File: src/rtl/seq_data_mux.sv
// seq_data_mux -- registered round-robin sequencing multiplexer.
//
// Presents one of NUM_CH packed input channels on a single registered output.
// The selection advances once per rising edge of the slow, clock-synchronous
// `advance` level. When the sequence returns to a lower or equal index, `wrap`
// pulses for one cycle. A synchronous `restart` returns the block to IDLE.
//
// Optional feature (compile-time macro SEQ_DATA_MUX_SKIP_EN):
//   defined   : ch_enable selects which channels are visited.
//   undefined : ch_enable is ignored and every channel is visited in order.
//
// Ports:
//   clk        in   system clock, rising edge
//   reset      in   asynchronous active-high reset
//   data_in    in   NUM_CH*DATA_W packed channels (ch i at [i*DATA_W +: DATA_W])
//   ch_enable  in   NUM_CH per-channel visit mask
//   advance    in   step request level; only its rising edge acts
//   restart    in   synchronous return to IDLE (wins over a same-cycle step)
//   cur_data   out  DATA_W registered data of the selected channel
//   cur_idx    out  IDX_W index of the selected channel
//   valid      out  high while ACTIVE
//   wrap       out  one-cycle pulse when the sequence wraps
module seq_data_mux #(
    parameter int NUM_CH = 5,
    parameter int DATA_W = 2,
    parameter int IDX_W  = 4
) (
    input  logic                       clk,
    input  logic                       reset,
    input  logic [NUM_CH*DATA_W-1:0]   data_in,
    input  logic [NUM_CH-1:0]          ch_enable,
    input  logic                       advance,
    input  logic                       restart,
    output logic [DATA_W-1:0]          cur_data,
    output logic [IDX_W-1:0]           cur_idx,
    output logic                       valid,
    output logic                       wrap
);

    typedef enum logic {
        IDLE   = 1'b0,
        ACTIVE = 1'b1
    } state_t;

    state_t              state_q, state_d;
    logic                advance_q;
    logic [DATA_W-1:0]   data_q, data_d;
    logic [IDX_W-1:0]    idx_q, idx_d;
    logic                wrap_q, wrap_d;

    logic                adv_rise;
    logic [NUM_CH-1:0]   mask;
    logic                any_en;
    logic                has_after;
    logic [IDX_W-1:0]    low_idx;
    logic [IDX_W-1:0]    after_idx;
    logic [IDX_W-1:0]    sel_idx;
    logic [DATA_W-1:0]   sel_data;

`ifdef SEQ_DATA_MUX_SKIP_EN
    assign mask = ch_enable;
`else
    logic unused_ch_enable;
    assign unused_ch_enable = ^ch_enable;
    assign mask = '1;
`endif

    assign adv_rise = advance & ~advance_q;

    // Scan from the top down so the last hit is the lowest index. The lowest
    // enabled index above cur_idx is the round-robin successor; if there is
    // none, the search wraps to the lowest enabled index overall.
    always_comb begin
        any_en    = 1'b0;
        has_after = 1'b0;
        low_idx   = '0;
        after_idx = '0;
        for (int j = NUM_CH - 1; j >= 0; j--) begin
            if (mask[j]) begin
                any_en  = 1'b1;
                low_idx = IDX_W'(j);
                if (IDX_W'(j) > idx_q) begin
                    has_after = 1'b1;
                    after_idx = IDX_W'(j);
                end
            end
        end
    end

    assign sel_idx = ((state_q == ACTIVE) && has_after) ? after_idx : low_idx;

    always_comb begin
        sel_data = '0;
        for (int j = 0; j < NUM_CH; j++) begin
            if (IDX_W'(j) == sel_idx) begin
                sel_data = data_in[j*DATA_W +: DATA_W];
            end
        end
    end

    always_comb begin
        state_d = state_q;
        idx_d   = idx_q;
        data_d  = data_q;
        wrap_d  = 1'b0;
        if (restart) begin
            state_d = IDLE;
            idx_d   = '0;
            data_d  = '0;
        end else if (adv_rise) begin
            if (!any_en) begin
                // Empty mask: from ACTIVE drop back to IDLE, from IDLE stay put.
                state_d = IDLE;
                idx_d   = '0;
                data_d  = '0;
            end else begin
                state_d = ACTIVE;
                idx_d   = sel_idx;
                data_d  = sel_data;
                // No enabled channel above the current one means we wrapped,
                // including the case where only the current channel is enabled.
                wrap_d  = (state_q == ACTIVE) && !has_after;
            end
        end
    end

    always_ff @(posedge clk or posedge reset) begin
        if (reset) begin
            state_q   <= IDLE;
            advance_q <= 1'b0;
            idx_q     <= '0;
            data_q    <= '0;
            wrap_q    <= 1'b0;
        end else begin
            state_q   <= state_d;
            advance_q <= advance;
            idx_q     <= idx_d;
            data_q    <= data_d;
            wrap_q    <= wrap_d;
        end
    end

    assign cur_data = data_q;
    assign cur_idx  = idx_q;
    assign valid    = (state_q == ACTIVE);
    assign wrap     = wrap_q;

endmodule

File: config.mk
export PLATFORM = sky130hd
export DESIGN_NAME = seq_data_mux
export DESIGN_NICKNAME = d
export VERILOG_FILES = /design/src/rtl/seq_data_mux.sv
export SDC_FILE = /design/constraint.sdc
export NUM_CORES = 1
export LEC_CHECK = 0
export ABC_CLOCK_PERIOD_IN_PS = 1200
export CAP_MARGIN = 20
export CORE_MARGIN = 1
export CORE_UTILIZATION = 31
export DETAILED_ROUTE_END_ITERATION = 8
export PLACE_DENSITY = 0.72
export SLEW_MARGIN = 20
export SYNTH_ARGS = -nofsm -noshare
export SYNTH_HDL_FRONTEND = slang
export SYNTH_SLANG_ARGS = --single-unit
File: constraint.sdc
create_clock -name clk -period 1.2 [get_ports clk]
set_input_delay 0.12 -clock clk [delete_from_list [all_inputs] [get_ports clk]]
set_output_delay 0.12 -clock clk [all_outputs]
set_load 0.01 [all_outputs]
==> results by group, run 1 <==
GRT
  • Initial antenna violation count: 0
  • First-pass GRT wire length: 1.80 mm
  • Vias in the first global route: 427
  • Maximum number of pins on one net before global-route repair: 9
  • Total Routing Usage GR: 18.2%
  • GRT overflow: 0

Synthesis
  • Synth cell types: 20
  • Synth area leader: dfrtp_1
  • Top FF cell, synth: dfrtp_1
  • Synth Net Count: 59
  • Async SR Flop Fraction: 100%
  • Average cell area after synthesis: 10.9 sq um
  • Synth Cell Area: 434 sq um
  • Post-synthesis sequential area ratio: 46.1%
  • Area share of the leading cell type in the synthesized netlist: roughly 46%
  • Synth area leaders: dfrtp_1 (46%), nand2b_4 (6.3%), mux2_1 (5.2%)
  • Post-synth EDFFs: 0
  • Post-Syn Instances: 40
  • FF+latch count, synth: 8
  • Ys Warns: 0

CTS
  • CTS tree: yes
  • Sink Count: 8
  • CTS buffer count: 3
  • Hold Buf Count CTS: 0
  • Clock Path Buffers: 2
  • Clk_lat worst skew: 260 ps
  • Clk root buf: clkbuf_4
  • H-tree levels: 1
  • Reg clk slew, reported paths: roughly 60 ps

Setup path
  • Depth of the worst register-to-register path: 3
  • Worst r2r dst: cur_data[1]
  • Setup crit end kind: flop
  • R2r startpoint: cur_idx[1]
  • CP Launch Type: flop
  • CP Max Fanout: 6
  • Worst reg2reg setup slack: -160 ps
  • Critical path arrival: 1480 ps
  • Crit Path Category: flop to flop
  • Critical path endpoint: cur_data[1]
  • CP Launch Point: cur_idx[1]
  • CP required: 1320 ps

Layout
  • Final net count: 92
  • Sequential Area: 204 sq um
  • # fillers: approximately 140
  • Layout Utilization: 59.2%
  • ANT cells: 0
  • Area of the multi-input gates: around 250 sq um
  • Layout cell share with drive strength beyond 1: 40.3%
  • Syn-to-layout area delta: 77.5%

Placement
  • Port Buf Inserts: 20
  • Detailed placement HPWL: 781 um
  • Final GP Congestion: 0.708

Job
  • Count of max-cap constraint violations: 0

Timing
  • Unrepaired setup endpoints after global routing: true
  • Final min period: 1360 ps
  • Final setup fails: 3
  • Period utilization: 113%
  • Clock skew: approximately 3.5 ps
  • Setup ws final: -156 ps
  • Fin. Hold Viols: 0
  • Fin. max-slew vios: 0
  • F_max: 737 MHz

Floorplan
  • Die Wd: 39.4 um
  • FP Rows: 13
  • Die Area: approximately 1600 sq um
  • Starting Density: 33.4%
  • Top Ports: 27
  • Die height: ~39 um
  • Core area: 1300 sq um

Detailed routing
  • Routed vias/inst: 4.97
  • First-pass iteration count of the detailed router: 4
  • Total wire length: 1.17 mm
  • ANT nets after route: 0
  • DR iter-0 viols: 3
  • Remaining DRCs: 0
  • Total number of vias: around 430
  • Wire per inst: 13.4 um

Pwr
  • Pwr/cell area: 836 nW/um^2
  • Max rail drop VDD: around 0.00054 V
  • Static leakage: 0.357 nW
  • Power, Total: 644 uW

Run status
  • Failing checks: setup timing
  • Outcome: finished, violations left

Hold path
  • Worst min-delay path category: input port to async pin
==> critical path, stage by stage (launching register included) <==
cell	delay, ps
dfrtp_2	460
mux2_4	310
a222oi_1	310
a211oi_1	130
==> worst min-delay path by stage <==
stage,cells after the start,to,slack (ps)
2_1_floorplan,1,advance_q,-60
3_3_place_gp,2,wrap,390
3_5_place_dp,2,wrap,410
4_1_cts,2,advance_q,120
5_1_grt,2,advance_q,150
6_report,2,cur_idx[0],110
==> metrics by stage <==
step / setup TNS [ps] / hold WS (ps) / cells / setup slack, ps / area [sq um]
after floorplan: -140 / -64.5 / 40 / -51.3 / 444
after global placement: -533 / 387 / 78 / -198 / 689
after detailed placement: -647 / 411 / 78 / -215 / 689
after CTS: -358 / 121 / 87 / -154 / 751
after global routing: -613 / 152 / 87 / -249 / 771
final: -348 / 109 / 87 / -156 / 771
==> area by class of cell <==
type | instances | share of cell area (%)
timing repair buffer | 30 | 34.6
sequential | 8 | 26.5
clock buffer | 4 | 3.41
multi-input combinational | 29 | 32.6
tap | 15 | 2.44
inverter | 1 | 0.487
==> per-layer routing <==
layer / share of wire (%) / wire length, um / vias to the layer above / track usage (%)
met5: 0 / 0 / - / 0
met4: 0 / 0 / 0 / 2.59
met3: 6.9 / 80 / 0 / 10.2
met2: 50 / 582 / 17 / 31.6
met1: 43 / 502 / 205 / 19.2
li1: - / - / 210 / -
==> what timing repair did <==
item,4_1_cts,5_1_grt
gates resized for setup,10,6
buffers inserted,5,0
setup endpoints to repair,10,6
pin swaps,3,4
==> cell usage after synthesis, drive strengths merged, types with 2 or more instances <==
library cell  instances
dfrtp                 8
mux2                  4
nor2                  4
a21oi                 3
nand2                 3
a211oi                2
a222oi                2
nand2b                2
nor2b                 2
==> where the power goes <==
group / internal (mW) / leakage, nW / switching [mW]
logic: 0.0793 / 0.240 / 0.0457
registers: 0.280 / 0.102 / 0.00926
clock network: 0.128 / 0.0150 / 0.102
total: 0.487 / 0.357 / 0.157
==> registers in the layout (all words and copies together) (netlist names) <==
signal / flops
advance_q: 1
cur_data: 2
cur_idx: 3
valid: 1
wrap: 1
==> logic make-up (layout without fill, tap and decap cells) <==
group	after synthesis	count (layout)	synth area share (%)
other	1	1	0.864
muxes	4	4	10.4
AOI/OAI and AO/OA	8	8	12.7
buffers and inverters	3	35	3.46
DFF	8	8	46.1
and+or+nand+nor	16	16	26.5
==> cell usage in the layout (no fill, tap or decap), types with 2 or more instances in the layout <==
master | netlist | routed
mux2_4 | 0 | 2
clkdlybuf4s50_1 | 0 | 13
clkbuf_4 | 0 | 3
mux2_2 | 2 | 2
dlygate4sd2_1 | 0 | 6
a211oi_1 | 2 | 2
a21oi_2 | 0 | 2
a222oi_1 | 2 | 2
nor2_1 | 4 | 4
dfrtp_2 | 0 | 3
buf_4 | 1 | 9
nand2_1 | 3 | 3
dfrtp_1 | 8 | 5
nand2b_4 | 2 | 2
(Power assumes the default switching activity.)
==> run 2, diff against run 1 <==
--- a/config.mk
+++ b/config.mk
@@ -7,10 +7,12 @@
 export LEC_CHECK = 0
 export ABC_CLOCK_PERIOD_IN_PS = 1200
 export CAP_MARGIN = 20
+export CELL_PAD_IN_SITES_DETAIL_PLACEMENT = 0
+export CELL_PAD_IN_SITES_GLOBAL_PLACEMENT = 1
 export CORE_MARGIN = 1
-export CORE_UTILIZATION = 31
+export CORE_UTILIZATION = 22
 export DETAILED_ROUTE_END_ITERATION = 8
-export PLACE_DENSITY = 0.72
+export PLACE_DENSITY_LB_ADDON = 0.1
 export SLEW_MARGIN = 20
 export SYNTH_ARGS = -nofsm -noshare
 export SYNTH_HDL_FRONTEND = slang
==> run 2 against run 1 <==
  * The flow still finishes with violations (setup timing)
  * Fmax increased by 1.5%
  * Critical path depth did not move
  * Clock skew shrank 1.1 ps
  * Sequential power is 2% lower
  * Worst setup slack gained 20 ps
  * Power decreased by 1.7%
  * Global-route usage shrank 6.3 points
  * Wire length shrank 5.2%
  * Critical endpoint is now cur_idx[1]
==> results by group, run 2 (synthesis gave the netlist of run 1 again) <==
Setup path
  • CP Launch Type: flop (unchanged)
  • CP required: 1380 ps (was 1320 ps)
  • CP Buf/Inv Count: 1 (was 0)
  • CP Max Fanout: 6 (unchanged)
  • Setup crit end kind: flop (unchanged)
  • Critical path's top delay family: simple AND/OR/NAND/NOR gates (was flip-flops)
  • Critical path arrival: 1510 ps (was 1480 ps)
  • Crit Path Category: flop to flop (unchanged)
  • Worst r2r dst: cur_idx[1] (was cur_data[1])
  • R2r startpoint: cur_idx[1] (unchanged)
  • Worst reg2reg setup slack: -140 ps (was -160 ps)
  • Crit-path slowest cell: or4b_4 (was dfrtp_2)
  • Depth of the worst register-to-register path: 3 (unchanged)
  • Cell chain of the critical path: buf_4 -> or4b_4 -> a21oi_2 (was mux2_4 -> a222oi_1 -> a211oi_1)
  • CP peak stage delay: 520 ps (was 460 ps)

Timing
  • Unrepaired setup endpoints after global routing: true (unchanged)
  • Fin. Hold Viols: 0 (unchanged)
  • Period utilization: 111% (was 113%)
  • F_max: 748 MHz (was 737 MHz)
  • Setup ws final: -136 ps (was -156 ps)
  • Fin. max-slew vios: 0 (unchanged)
  • Final setup fails: 3 (unchanged)
  • Clock skew: 2.48 ps (was 3.54 ps)
  • Final min period: 1340 ps (was 1360 ps)

Detailed routing
  • ANT nets after route: 0 (unchanged)
  • DR iter-0 viols: 6 (was 3)
  • Wire per inst: 11.2 um (was 13.4 um)
  • First-pass iteration count of the detailed router: 4 (unchanged)
  • Total wire length: 1.10 mm (was 1.17 mm)
  • Total number of vias: 432 (unchanged)
  • Routed vias/inst: 4.36 (was 4.97)
  • Remaining DRCs: 0 (unchanged)

Floorplan
  • Core area: 1780 sq um (was 1300 sq um)
  • Starting Density: 24.4% (was 33.4%)
  • FP Rows: 15 (was 13)
  • Die Area: 2160 sq um (was 1550 sq um)
  • Top Ports: 27 (unchanged)
  • Die Wd: 46.4 um (was 39.4 um)
  • Die height: 46.4 um (was 39.4 um)

Pwr
  • Max rail drop VDD: 0.000451 V (was 0.000544 V)
  • Static leakage: 0.368 nW (was 0.357 nW)
  • Pwr/cell area: 796 nW/um^2 (was 836 nW/um^2)

GRT
  • GRT overflow: 0 (unchanged)
  • Maximum number of pins on one net before global-route repair: 9 (unchanged)
  • Total Routing Usage GR: 11.9% (was 18.2%)
  • First-pass GRT wire length: 1.69 mm (was 1.80 mm)
  • Initial antenna violation count: 0 (unchanged)
  • Vias in the first global route: 398 (was 427)

Layout
  • Final net count: 95 (was 92)
  • ANT cells: 0 (unchanged)
  • Final std cells w/o fill: 99 (was 87)
  • # fillers: 177 (was 135)
  • Max FFs per register: 3 (unchanged)
  • Syn-to-layout area delta: 83.3% (was 77.5%)
  • Layout cell share with drive strength beyond 1: 43.2% (was 40.3%)
  • Most frequent cells in the layout: clkdlybuf4s50_1 (13), buf_4 (13), dfrtp_1 (6) (was clkdlybuf4s50_1 (13), buf_4 (9), dlygate4sd2_1 (6))
  • Layout Cell Area excl Fill: 796 sq um (was 771 sq um)
  • Layout Utilization: 44.6% (was 59.2%)

CTS
  • Clk root buf: clkbuf_4 (unchanged)
  • Clk_lat worst skew: 250 ps (was 260 ps)
  • Clock Path Buffers: 2 (unchanged)
  • Sink Count: 8 (unchanged)
  • Hold Buf Count CTS: 0 (unchanged)
  • CTS buffer count: 3 (unchanged)
  • CTS tree: yes (unchanged)
  • Reg clk slew, reported paths: 50 ps (was 60 ps)
  • H-tree levels: 1 (unchanged)

Placement
  • Detailed placement HPWL: 875 um (was 781 um)
  • Placed insts: 93 (was 78)
  • Port Buf Inserts: 20 (unchanged)
  • Final GP Congestion: 0.698 (was 0.708)
  • Placed Area: 739 sq um (was 689 sq um)

Run status
  • Failing checks: setup timing (unchanged)
  • Outcome: finished, violations left (unchanged)

Hold path
  • Worst min-delay path category: input port to async pin (unchanged)

Job
  • Count of max-cap constraint violations: 0 (unchanged)
## run 2: worst max path at each step
stage | start | to | slack [ps] | depth (start not counted)
3_5_place_dp | advance | cur_idx[1] | -250 | 4
5_1_grt | cur_idx[1] | cur_data[0] | -170 | 3
3_3_place_gp | advance | cur_idx[1] | -210 | 4
4_1_cts | cur_idx[1] | cur_data[0] | -150 | 3
2_1_floorplan | cur_idx[1] | cur_data[0] | -50 | 3
6_report | cur_idx[1] | cur_idx[1] | -140 | 3
## run 2: metal layers
layer | vias up | GRT usage [%] | share of wire, %
li1 | 213 | - | -
met1 | 202 | 14.8 | 45
met2 | 17 | 17.5 | 47
met3 | 0 | 7.45 | 8.7
met4 | 0 | 1.76 | 0
met5 | - | 0 | 0
## run 2: through the flow
step	setup TNS [ps]	hold slack (ps)	power, mW	setup WS [ps]
CTS	-394	122	0.637	-146
global placement	-665	395	0.430	-212
global route	-471	151	0.672	-174
floorplan	-140	-64.5	0.342	-51.3
finish	-354	112	0.633	-136
detailed placement	-740	395	0.431	-246
## run 2: timing repair
item,CTS,global route
setup buffers,2,1
endpoints found under the hold margin,0,0
pin swaps,0,3
endpoints found under the setup margin,10,5
resized for setup,8,9
cloned,0,0
## run 2: final cells by class
class                   instances  area, sq um  area share [%]
multi-input cells              29          246            31.0
well taps                      25         31.3            3.93
repair buffers                 33          289            36.3
inverters                       1         3.75           0.472
flip-flops and latches          8          203            25.5
clock buffers                   3         22.5            2.83
## run 2: power breakdown
| group | total, mW | internal, mW | switching (mW) | leakage (nW) |
|---|---|---|---|---|
| registers | 0.284 | 0.279 | 0.00477 | 0.104 |
| clock network | 0.202 | 0.114 | 0.0878 | 0.0138 |
| logic | 0.147 | 0.0939 | 0.0533 | 0.250 |
